## config.mk

```make
export PLATFORM = sky130hd
export DESIGN_NAME = rv32v_element_sequencer_flat
export DESIGN_NICKNAME = d
export VERILOG_FILES = /design/src/rtl/rv32v_element_sequencer_if.sv /design/src/rtl/rv32v_element_sequencer.sv /design/src/flat_wrapper.sv
export SDC_FILE = /design/constraint.sdc
export NUM_CORES = 1
export LEC_CHECK = 0
export BUFFER_PORTS_ARGS = -buffer_cell sky130_fd_sc_hd__buf_2
export CAP_MARGIN = 20
export CORE_MARGIN = 1
export CORE_UTILIZATION = 49
export CTS_CLUSTER_DIAMETER = 80
export CTS_CLUSTER_SIZE = 25
export DETAILED_ROUTE_END_ITERATION = 10
export PLACE_DENSITY = 0.75
export SYNTH_ARGS = -nofsm -noshare
export SYNTH_HDL_FRONTEND = slang
export SYNTH_SLANG_ARGS = --single-unit
```

## constraint.sdc

```tcl
create_clock -name CLK -period 9.2 [get_ports CLK]
set_input_delay 1.38 -clock CLK [delete_from_list [all_inputs] [get_ports CLK]]
set_output_delay 1.38 -clock CLK [all_outputs]
set_load 0.05 [all_outputs]
```

## src/rtl/rv32v_element_sequencer_if.sv

```systemverilog
// Decode/execute-facing signal bundle of the vector element sequencer.
// The master side drives instruction fields and flow control; the slave side is the sequencer.
interface rv32v_element_sequencer_if #(
  parameter int unsigned VLMAX = 128
);
  localparam int unsigned IW = $clog2(VLMAX) + 1;

  logic             start;
  logic [31:0]      vl;
  logic [31:0]      vstart;
  logic [1:0]       sew;
  logic             vd_widen;
  logic             vd_narrow;
  logic             is_masked;
  logic [VLMAX-1:0] v0_mask;
  logic             stall;
  logic             flush;

  logic             busy;
  logic             valid0;
  logic             valid1;
  logic [IW-1:0]    eidx0;
  logic [IW-1:0]    eidx1;
  logic [2:0]       src_reg0;
  logic [2:0]       src_reg1;
  logic [3:0]       src_elem0;
  logic [3:0]       src_elem1;
  logic [2:0]       dst_reg0;
  logic [2:0]       dst_reg1;
  logic [3:0]       dst_elem0;
  logic [3:0]       dst_elem1;
  logic             wen0;
  logic             wen1;
  logic             done;

  modport master (
    output start, vl, vstart, sew, vd_widen, vd_narrow, is_masked, v0_mask, stall, flush,
    input  busy, valid0, valid1, eidx0, eidx1, src_reg0, src_reg1, src_elem0, src_elem1,
           dst_reg0, dst_reg1, dst_elem0, dst_elem1, wen0, wen1, done
  );

  modport slave (
    input  start, vl, vstart, sew, vd_widen, vd_narrow, is_masked, v0_mask, stall, flush,
    output busy, valid0, valid1, eidx0, eidx1, src_reg0, src_reg1, src_elem0, src_elem1,
           dst_reg0, dst_reg1, dst_elem0, dst_elem1, wen0, wen1, done
  );
endinterface

```

## src/rtl/rv32v_element_sequencer.sv

```systemverilog
// Walks vstart..vl-1 of one vector instruction two elements per cycle, producing per-lane
// register-group offsets and masked write enables for the execute stage.
module rv32v_element_sequencer #(
  parameter int unsigned VLEN  = 128,
  parameter int unsigned VLMAX = 128
) (
  input logic                 CLK,
  input logic                 RST,
  rv32v_element_sequencer_if.slave bus
);
  localparam int unsigned IW = $clog2(VLMAX) + 1;
  localparam int unsigned MW = $clog2(VLMAX);
  localparam logic [2:0]  LogEpr0 = 3'($clog2(VLEN / 8));

  typedef enum logic [1:0] {StIdle, StRun, StDone} state_e;

  function automatic logic [IW-1:0] clamp(input logic [31:0] x);
    if (x[IW-1:0] > IW'(VLMAX)) return IW'(VLMAX);
    return x[IW-1:0];
  endfunction

  // Effective element width code; widen/narrow beyond 32 bits saturates at 32.
  function automatic logic [1:0] eew(input logic [1:0] s, input logic dbl);
    logic [2:0] w;
    w = {1'b0, s} + {2'b0, dbl};
    return (w > 3'd2) ? 2'd2 : w[1:0];
  endfunction

  state_e           state_q;
  logic             busy_q, done_q;
  logic [IW-1:0]    vl_q, e_q;
  logic [1:0]       sew_q;
  logic             widen_q, narrow_q, masked_q;
  logic [VLMAX-1:0] mask_q;

  logic             in_idle, go, lane_ld, lane_clr, last;
  logic [IW-1:0]    cfg_vl, e_nxt, lo_s, lo_d;
  logic [1:0]       cfg_sew, ws, wd;
  logic             cfg_widen, cfg_narrow, cfg_masked;
  logic [VLMAX-1:0] cfg_mask;
  logic [2:0]       sh_s, sh_d;

  logic [IW-1:0]    n_eidx [2];
  logic [2:0]       n_sreg [2], n_dreg [2];
  logic [3:0]       n_selem [2], n_delem [2];
  logic [1:0]       n_valid, n_wen;

  logic [IW-1:0]    eidx_q [2];
  logic [2:0]       sreg_q [2], dreg_q [2];
  logic [3:0]       selem_q [2], delem_q [2];
  logic [1:0]       valid_q, wen_q;

  // In IDLE the next pair is computed from live decode fields, otherwise from captured ones.
  always_comb begin
    in_idle    = (state_q == StIdle);
    cfg_vl     = in_idle ? clamp(bus.vl) : vl_q;
    cfg_sew    = in_idle ? bus.sew : sew_q;
    cfg_widen  = in_idle ? bus.vd_widen : widen_q;
    cfg_narrow = in_idle ? bus.vd_narrow : narrow_q;
    cfg_masked = in_idle ? bus.is_masked : masked_q;
    cfg_mask   = in_idle ? bus.v0_mask : mask_q;
    e_nxt      = in_idle ? clamp(bus.vstart) : e_q + IW'(2);
    ws         = eew(cfg_sew, cfg_narrow);
    wd         = eew(cfg_sew, cfg_widen);
    sh_s       = LogEpr0 - {1'b0, ws};
    sh_d       = LogEpr0 - {1'b0, wd};
    lo_s       = (IW'(1) << sh_s) - IW'(1);
    lo_d       = (IW'(1) << sh_d) - IW'(1);
    go         = in_idle ? bus.start : ((state_q == StRun) && !bus.flush && !bus.stall);
    last       = (e_nxt >= cfg_vl);
    lane_ld    = go && !last;
    lane_clr   = (state_q == StRun) && (bus.flush || (!bus.stall && last));
    for (int l = 0; l < 2; l++) begin
      n_eidx[l]  = e_nxt + IW'(l);
      n_valid[l] = (n_eidx[l] < cfg_vl);
      n_sreg[l]  = 3'(n_eidx[l] >> sh_s);
      n_selem[l] = 4'(n_eidx[l] & lo_s);
      n_dreg[l]  = 3'(n_eidx[l] >> sh_d);
      n_delem[l] = 4'(n_eidx[l] & lo_d);
      n_wen[l]   = n_valid[l] & (~cfg_masked | cfg_mask[n_eidx[l][MW-1:0]]);
    end
  end

  always_ff @(posedge CLK) begin
    if (RST) begin
      state_q  <= StIdle;
      busy_q   <= 1'b0;
      done_q   <= 1'b0;
      vl_q     <= '0;
      e_q      <= '0;
      sew_q    <= '0;
      widen_q  <= 1'b0;
      narrow_q <= 1'b0;
      masked_q <= 1'b0;
      mask_q   <= '0;
    end else begin
      unique case (state_q)
        StIdle: begin
          if (bus.start) begin
            vl_q     <= cfg_vl;
            sew_q    <= bus.sew;
            widen_q  <= bus.vd_widen;
            narrow_q <= bus.vd_narrow;
            masked_q <= bus.is_masked;
            mask_q   <= bus.v0_mask;
            e_q      <= e_nxt;
            state_q  <= last ? StDone : StRun;
            done_q   <= last;
            busy_q   <= !last;
          end
        end
        StRun: begin
          if (bus.flush) begin
            state_q <= StIdle;
            busy_q  <= 1'b0;
          end else if (!bus.stall) begin
            e_q <= e_nxt;
            if (last) begin
              state_q <= StDone;
              done_q  <= 1'b1;
              busy_q  <= 1'b0;
            end
          end
        end
        StDone: begin
          state_q <= StIdle;
          done_q  <= 1'b0;
        end
        default: state_q <= StIdle;
      endcase
    end
  end

  always_ff @(posedge CLK) begin
    if (RST || lane_clr) begin
      valid_q <= '0;
      wen_q   <= '0;
      for (int l = 0; l < 2; l++) begin
        eidx_q[l]  <= '0;
        sreg_q[l]  <= '0;
        selem_q[l] <= '0;
        dreg_q[l]  <= '0;
        delem_q[l] <= '0;
      end
    end else if (lane_ld) begin
      valid_q <= n_valid;
      wen_q   <= n_wen;
      for (int l = 0; l < 2; l++) begin
        eidx_q[l]  <= n_eidx[l];
        sreg_q[l]  <= n_sreg[l];
        selem_q[l] <= n_selem[l];
        dreg_q[l]  <= n_dreg[l];
        delem_q[l] <= n_delem[l];
      end
    end
  end

  assign bus.busy      = busy_q;
  assign bus.done      = done_q;
  assign bus.valid0    = valid_q[0];
  assign bus.valid1    = valid_q[1];
  assign bus.wen0      = wen_q[0];
  assign bus.wen1      = wen_q[1];
  assign bus.eidx0     = eidx_q[0];
  assign bus.eidx1     = eidx_q[1];
  assign bus.src_reg0  = sreg_q[0];
  assign bus.src_reg1  = sreg_q[1];
  assign bus.src_elem0 = selem_q[0];
  assign bus.src_elem1 = selem_q[1];
  assign bus.dst_reg0  = dreg_q[0];
  assign bus.dst_reg1  = dreg_q[1];
  assign bus.dst_elem0 = delem_q[0];
  assign bus.dst_elem1 = delem_q[1];
endmodule

```

## src/flat_wrapper.sv

```systemverilog
// flat-port wrapper written by rule: the top's interface ports become plain ports
module rv32v_element_sequencer_flat 
#(
  parameter int unsigned VLEN  = 128,
  parameter int unsigned VLMAX = 128
)
  (CLK, RST, bus_start, bus_vl, bus_vstart, bus_sew, bus_vd_widen, bus_vd_narrow, bus_is_masked, bus_v0_mask, bus_stall, bus_flush, bus_busy, bus_valid0, bus_valid1, bus_eidx0, bus_eidx1, bus_src_reg0, bus_src_reg1, bus_src_elem0, bus_src_elem1, bus_dst_reg0, bus_dst_reg1, bus_dst_elem0, bus_dst_elem1, bus_wen0, bus_wen1, bus_done);
  rv32v_element_sequencer_if #(.VLMAX(VLMAX)) bus_i ();
  input logic CLK;
  input logic RST;
  input wire logic [$bits(bus_i.start)-1:0] bus_start;
  input wire logic [$bits(bus_i.vl)-1:0] bus_vl;
  input wire logic [$bits(bus_i.vstart)-1:0] bus_vstart;
  input wire logic [$bits(bus_i.sew)-1:0] bus_sew;
  input wire logic [$bits(bus_i.vd_widen)-1:0] bus_vd_widen;
  input wire logic [$bits(bus_i.vd_narrow)-1:0] bus_vd_narrow;
  input wire logic [$bits(bus_i.is_masked)-1:0] bus_is_masked;
  input wire logic [$bits(bus_i.v0_mask)-1:0] bus_v0_mask;
  input wire logic [$bits(bus_i.stall)-1:0] bus_stall;
  input wire logic [$bits(bus_i.flush)-1:0] bus_flush;
  output wire logic [$bits(bus_i.busy)-1:0] bus_busy;
  output wire logic [$bits(bus_i.valid0)-1:0] bus_valid0;
  output wire logic [$bits(bus_i.valid1)-1:0] bus_valid1;
  output wire logic [$bits(bus_i.eidx0)-1:0] bus_eidx0;
  output wire logic [$bits(bus_i.eidx1)-1:0] bus_eidx1;
  output wire logic [$bits(bus_i.src_reg0)-1:0] bus_src_reg0;
  output wire logic [$bits(bus_i.src_reg1)-1:0] bus_src_reg1;
  output wire logic [$bits(bus_i.src_elem0)-1:0] bus_src_elem0;
  output wire logic [$bits(bus_i.src_elem1)-1:0] bus_src_elem1;
  output wire logic [$bits(bus_i.dst_reg0)-1:0] bus_dst_reg0;
  output wire logic [$bits(bus_i.dst_reg1)-1:0] bus_dst_reg1;
  output wire logic [$bits(bus_i.dst_elem0)-1:0] bus_dst_elem0;
  output wire logic [$bits(bus_i.dst_elem1)-1:0] bus_dst_elem1;
  output wire logic [$bits(bus_i.wen0)-1:0] bus_wen0;
  output wire logic [$bits(bus_i.wen1)-1:0] bus_wen1;
  output wire logic [$bits(bus_i.done)-1:0] bus_done;
  assign bus_i.start = bus_start;
  assign bus_i.vl = bus_vl;
  assign bus_i.vstart = bus_vstart;
  assign bus_i.sew = bus_sew;
  assign bus_i.vd_widen = bus_vd_widen;
  assign bus_i.vd_narrow = bus_vd_narrow;
  assign bus_i.is_masked = bus_is_masked;
  assign bus_i.v0_mask = bus_v0_mask;
  assign bus_i.stall = bus_stall;
  assign bus_i.flush = bus_flush;
  assign bus_busy = bus_i.busy;
  assign bus_valid0 = bus_i.valid0;
  assign bus_valid1 = bus_i.valid1;
  assign bus_eidx0 = bus_i.eidx0;
  assign bus_eidx1 = bus_i.eidx1;
  assign bus_src_reg0 = bus_i.src_reg0;
  assign bus_src_reg1 = bus_i.src_reg1;
  assign bus_src_elem0 = bus_i.src_elem0;
  assign bus_src_elem1 = bus_i.src_elem1;
  assign bus_dst_reg0 = bus_i.dst_reg0;
  assign bus_dst_reg1 = bus_i.dst_reg1;
  assign bus_dst_elem0 = bus_i.dst_elem0;
  assign bus_dst_elem1 = bus_i.dst_elem1;
  assign bus_wen0 = bus_i.wen0;
  assign bus_wen1 = bus_i.wen1;
  assign bus_done = bus_i.done;
  rv32v_element_sequencer #(.VLEN(VLEN), .VLMAX(VLMAX)) u_core (.CLK(CLK), .RST(RST), .bus(bus_i));
endmodule
```

---- Word-level counts from Yosys, hierarchy flattened ----
Memory sizes are Yosys's and may differ from the RTL's.
Index checks and enable logic that the tools add are counted.
word-level totals
  bits in registers ....................... 157
  bits in latches ......................... 0
  RAM bits ................................ 44
  bits in read-only memories .............. 0
  bits of input ports ..................... 202
  output and inout port bits .............. 50
  logic and storage cells ................. 140
  memories ................................ 5
memory list
  memory          depth  width  rd ports  clocked after memory_dff  wr ports  RTL line                       RTL
  u_core.eidx_q   2      8      2         0                         2         rv32v_element_sequencer.sv:48  logic [IW-1:0] eidx_q [2];
  u_core.delem_q  2      4      2         0                         2         rv32v_element_sequencer.sv:50  logic [3:0] selem_q [2], delem_q [2];
  u_core.selem_q  2      4      2         0                         2         rv32v_element_sequencer.sv:50
  u_core.dreg_q   2      3      2         0                         2         rv32v_element_sequencer.sv:49  logic [2:0] sreg_q [2], dreg_q [2];
  u_core.sreg_q   2      3      2         0                         2         rv32v_element_sequencer.sv:49
cells by class
  add/sub/neg operators ................... 8
  multiply operators ...................... 0
  div/mod/pow operators ................... 0
  $lt $le $gt $ge ......................... 9
  equality and inequality tests ........... 8
  shift operators ......................... 6
  muxes and demuxes ....................... 55
  bitwise logic cells ..................... 19
  reduce and logical (&&, ||, !) cells .... 18
operators with widths
  cell                                                            count
  2-to-1 mux 128 bit                                              1
  2-to-1 mux 8 bit                                                11
  right shift 8 x 3 -> 3 bit                                      4
  2-to-1 mux 1 bit                                                21
  bitwise AND 4 bit                                               4
  greater-than comparator 8 bit (second input constant)           2
  less-than comparator 7 x 8 -> 1 bit (second input constant)     2
  less-than comparator 8 bit                                      2
  2-to-1 mux 2 bit                                                8
  2-to-1 mux 4 bit                                                4
  case mux 8 bit (2 select lines)                                 1
  binary-select mux 1 bit (select 7 bit)                          2
  2-to-1 mux 3 bit                                                4
  OR 1 bit                                                        12
  adder 8 x 1 -> 8 bit (second input constant)                    1
  adder 8 x 2 -> 8 bit (second input constant)                    1
  greater-or-equal comparator 8 bit                               1
  AND reduction 4 bit                                             2
  left shift 1 x 3 -> 4 bit (first input constant)                2
  subtractor 4 x 2 -> 4 bit (second input constant)               2
  adder 2 x 1 -> 3 bit                                            2
  greater-than comparator 3 x 2 -> 1 bit (second input constant)  2
  inequality test 2 bit (second input constant)                   3
  subtractor 3 x 2 -> 3 bit (first input constant)                2
  other kinds (19)                                                27

---- Longest topological paths before layout ----
  depth in word-level cells ............... 12
  mapped depth ............................ 21
  mapped depth without buffers ............ 18

---- Worst setup path after synthesis ----
Ideal clock, no wire load.
  path kind ............................... register -> register
  start ................................... register u_core.state_q[0]
  end ..................................... memory u_core.delem_q[0][0] (enable)
  library setup time ...................... 0.396 ns
  arrival time ............................ 4.879 ns
  data required time ...................... 8.804 ns
  path slack .............................. 3.925 ns
  cell stages (with the launch flop) ...... 20
  buffers on the path ..................... 7
  clock period less this slack ............ 5.275 ns
  cells stage by stage .................... dfxtp_1 inv_1 ha_1 buf_4 buf_4 buf_2 buf_2 buf_2 buf_2 clkbuf_1 mux2_2 ha_1 nand2_1 a21o_1 a211oi_1 o21ai_1 a21oi_1 o21ai_0 and2_1 inv_1
RTL lines
  what                      RTL line                        RTL
  start: declaration        rv32v_element_sequencer.sv:29   state_e state_q;
  start signal: assignment  rv32v_element_sequencer.sv:86   state_q <= StIdle;
  start signal: assignment  rv32v_element_sequencer.sv:107  state_q <= last ? StDone : StRun;
  start signal: assignment  rv32v_element_sequencer.sv:114  state_q <= StIdle;
  end: declaration          rv32v_element_sequencer.sv:50

==> flow_summary_export.csv <==
group,metric,value,unit
drt,route.detailed.drc,0,
timing,period_minus_slack,5366,ps
drt,routed_wl,43.57,mm
setup_path,cp.depth,18,
global_route,grt_overflow,0,
synth,synth_edf_count,41,
flow_run,cap_violations,0,
floorplanning,rows,60,
floorplanning,core_region_area,0.02680,sq mm
drt,drtAntennaViolNets,0,
final_layout,finalNonFillerCells,2072,
timing,fmax,186.4,MHz
floorplanning,ioPinCount,252,
clock_network,cts_resized,0,
placed_design,portBuffers,203,
placed_design,hpwl,28.73,mm
setup_path,crit_top_cell,"ha_1",
outcome,run_status,"completed",
timing,worstMarginPinSlew,1153,ps
power,internal_power,2.618,mW
synth,synth-seq-area-share,0.3279,
global_route,grt_pass1_vias,12140,
drt,first_iter_violations,1529,
placed_design,place_inst,2037,
timing,setup_viol,0,
setup_path,worst-path-max-fanout,24,
timing,skew,11.07,ps
drt,first_pass_iters,7,
global_route,grt_pass1_wl,67.55,mm
global_route,grt_usage,0.3098,
final_layout,area_growth,12.04,%
global_route,grt_antenna_before_repair,0,
synth,syn_inst,1610,
drt,drt-vias-per-instance,6.382,
setup_path,crit_slowest_cell,"xnor2_1",
hold_path,hp-class,"reg -> reg",
setup_path,worstSetupStartpointType,"primary input",
floorplanning,dieWidth,167.0,um
floorplanning,start_util,0.4978,
drt,wire_per_inst,21.03,um
synth,synth.distinct_cells,81,
power,power_frac_seq,0.239,
timing,rsz0062_at_grt,"no",
clock_network,path_clk_slew,70,ps
clock_network,cts_made_buffers,17,
timing,hold_viol_final,0,
setup_path,cp.arrival,5750,ps
power,power_density,355.6,mW/mm^2
synth,synth_top_area_share,0.2356,
final_layout,final_layout_size_suffix_gt1_frac,0.2173,
synth,synth.avg_cell_area,8.287,sq um
placed_design,place_ws,3495,ps
synth,ys_warn_count,0,
synth,synth_ff_type,"dfxtp_1",
setup_path,path_cells,"buf_2 -> nand3b_1 -> and2_1 -> buf_4 -> inv_4 -> ha_1 -> o21ai_4 -> nor2_1 -> and3_1 -> xnor2_1 -> inv_2 -> ha_1 -> a21o_1 -> a21oi_1 -> o211ai_1 -> a31oi_1 -> o2111ai_1 -> nand2_1",
setup_path,reg2reg_depth,19,
clock_network,clock_sinks,198,
power,netSwitchingPower,2.697,mW
power,max-vdd-ir-drop,0.0002221,V
synth,syn_area,0.01334,sq mm
clock_network,cts.path.max_buffers,2,
floorplanning,die_height,167.0,um
setup_path,path_buf_inv,4,
global_route,grt_max_degree,143,
drt,vias,13220,
power,power.leakage,5.923,nW
timing,drv_slew,0,
placed_design,place_congestion,0.9066,
setup_path,cp_top_family,"compound AO/OA/AOI/OAI gates",
synth,synth.area.top_cells,"dfxtp_1 24%, mux4_2 13%, nand2_1 12%",
synth,synth_fp_nets,1841,
power,p_clk_frac,0.135,
power,swShare,0.5074,
synth,synth_seq_cells,198,
setup_path,endpoint_kind,"register",
clock_network,cts_max_level,4,
clock_network,post_cts_buffers,0,
clock_network,worstSkewPairLatency,450,ps
synth,yosysTopAreaCell,"dfxtp_1",
clock_network,cts_tree,"done",
floorplanning,design.die.area,0.02789,sq mm
timing,final.setup.tns,0,ps
power,combPwrFrac,0.625,
timing,slew_headroom,0.2315,
timing,layout_setup_ws,3834,ps
synth,async_flop_share,0,
clock_network,cts_root_buf,"clkbuf_16",
clock_network,cts_hold_buf,0,
setup_path,crit_type,"in -> reg",
setup_path,critical_path_required,9580,ps
final_layout,final_net_count,1948,
final_layout,utilization,0.5578,
timing,finalCritPeriodShare,0.5833,
setup_path,cpPeakStageDelay,560,ps
hold_path,whs_path_depth,2,
worst register-to-register path: stages, from the launching register on:
cell and delay [ps]:
dfxtp_1 340, inv_1 140, ha_4 560, buf_4 530, nor2_1 210, a21oi_2 170
inv_2 250, ha_1 380, o21ai_4 130, nor2_1 90, and3_1 210, xnor2_1 560
inv_2 220, ha_1 390, a21o_1 190, a21oi_1 190, o211ai_1 210, a31oi_1 260
o2111ai_1 160, nand2_1 80
synthesized netlist by cell type, types with 8 or more instances:
cell type  instances
a22oi_1           11
inv_1             22
nor2_1            70
nor2b_1           55
buf_2             41
mux2_2             9
clkbuf_1          77
a31oi_1           41
edfxtp_1          41
a21oi_1          179
mux2i_1           52
ha_1              29
dfxtp_1          157
buf_4             12
nand2_1          438
mux4_2            76
a211oi_1          76
nor3_1            31
o22ai_1            8
o21ai_0           20
nand3_1           22
layout by cell type (no fill, tap or decap), drive strengths merged, types with 4 or more instances in the layout:
cell type	n
nand3b	4
o21a	4
clkinv	9
nand3	22
ha	29
and3	6
nand2	440
a22oi	11
a31oi	41
xor2	5
clkbuf	17
mux4	76
nand2b	7
o22ai	8
nor3	32
clkinvlp	4
o211ai	4
nor2b	56
a311oi	7
mux2i	52
a211oi	76
o21ai	28
dfxtp	157
a2111oi	4
a21o	4
a21oi	181
edfxtp	41
a41oi	4
nor2	72
o211a	4
mux2	9
buf	227
and2	5
nand4	5
inv	34
metrics by stage:
stage	hold slack, ps	instance area [sq um]	power, mW
2_1_floorplan	431.8	13340	3.725
5_1_grt	468.9	14950	5.596
3_5_place_dp	432.0	14360	4.507
6_report	448.4	14950	5.315
4_1_cts	442.9	14910	5.233
3_3_place_gp	432.5	14360	4.438
final cells by class:
cell class | instances | area, sq um
Multi-Input combinational cell | 1241 | 8250
Clock inverter | 15 | 123.9
Antenna cell | 1 | 2.502
Fill cell | 2461 | 11850
Clock buffer | 17 | 425.4
Inverter | 32 | 122.6
Timing Repair Buffer | 227 | 1219
Tap cell | 341 | 426.7
Sequential cell | 198 | 4378
path summary, 6_finish.rpt:
kind                            slack (ps)                end               from
worst min register to register         450  u_core.valid_q[1]  u_core.valid_q[1]
worst max-delay path                  3830    u_core.wen_q[1]      bus_vstart[7]
worst min-delay path                   450  u_core.valid_q[1]  u_core.valid_q[1]
worst max register to register        3870    u_core.wen_q[1]  u_core.state_q[0]
sequential cells by signal, indices dropped and copies added, names as in the netlist:
name / cells
u_core.dreg_q: 6
u_core.valid_q: 2
u_core.sew_q: 2
u_core.bus.done: 1
u_core.sreg_q: 6
u_core.bus.busy: 1
u_core.selem_q: 6
u_core.vl_q: 8
u_core.state_q: 2
u_core.widen_q: 1
u_core.mask_q: 128
u_core.e_q: 8
u_core.delem_q: 8
u_core.narrow_q: 1
u_core.eidx_q: 15
u_core.wen_q: 2
u_core.masked_q: 1
logic make-up after synthesis:
group                      count (synthesis)  synth area share
AOI/OAI and AO/OA                        402            0.1901
xor gates and xnor gates                   8          0.005252
adders and majority gates                 30           0.02795
buffers and inverters                    171           0.05721
DFF                                      198            0.3279
muxes                                    137            0.1749
and+or+nand+nor                          664            0.2167
power groups by stage:
stage / logic (mW) / registers, mW / clock network (mW)
final: 3.32 / 1.27 / 0.720
after global placement: 3.16 / 1.28 / 0
after detailed placement: 3.22 / 1.29 / 0
after floorplan: 2.16 / 1.56 / 0
after global routing: 3.54 / 1.30 / 0.765
after CTS: 3.24 / 1.27 / 0.724
layer usage:
layer / share of wire / vias up / global-route usage
met5: 0 / - / 0
met4: 0.044 / 0 / 0.1534
met3: 0.11 / 153 / 0.07010
met2: 0.46 / 784 / 0.4866
met1: 0.39 / 6298 / 0.4019
li1: - / 5989 / -
Note: power is estimated with default switching activity, not from simulation.
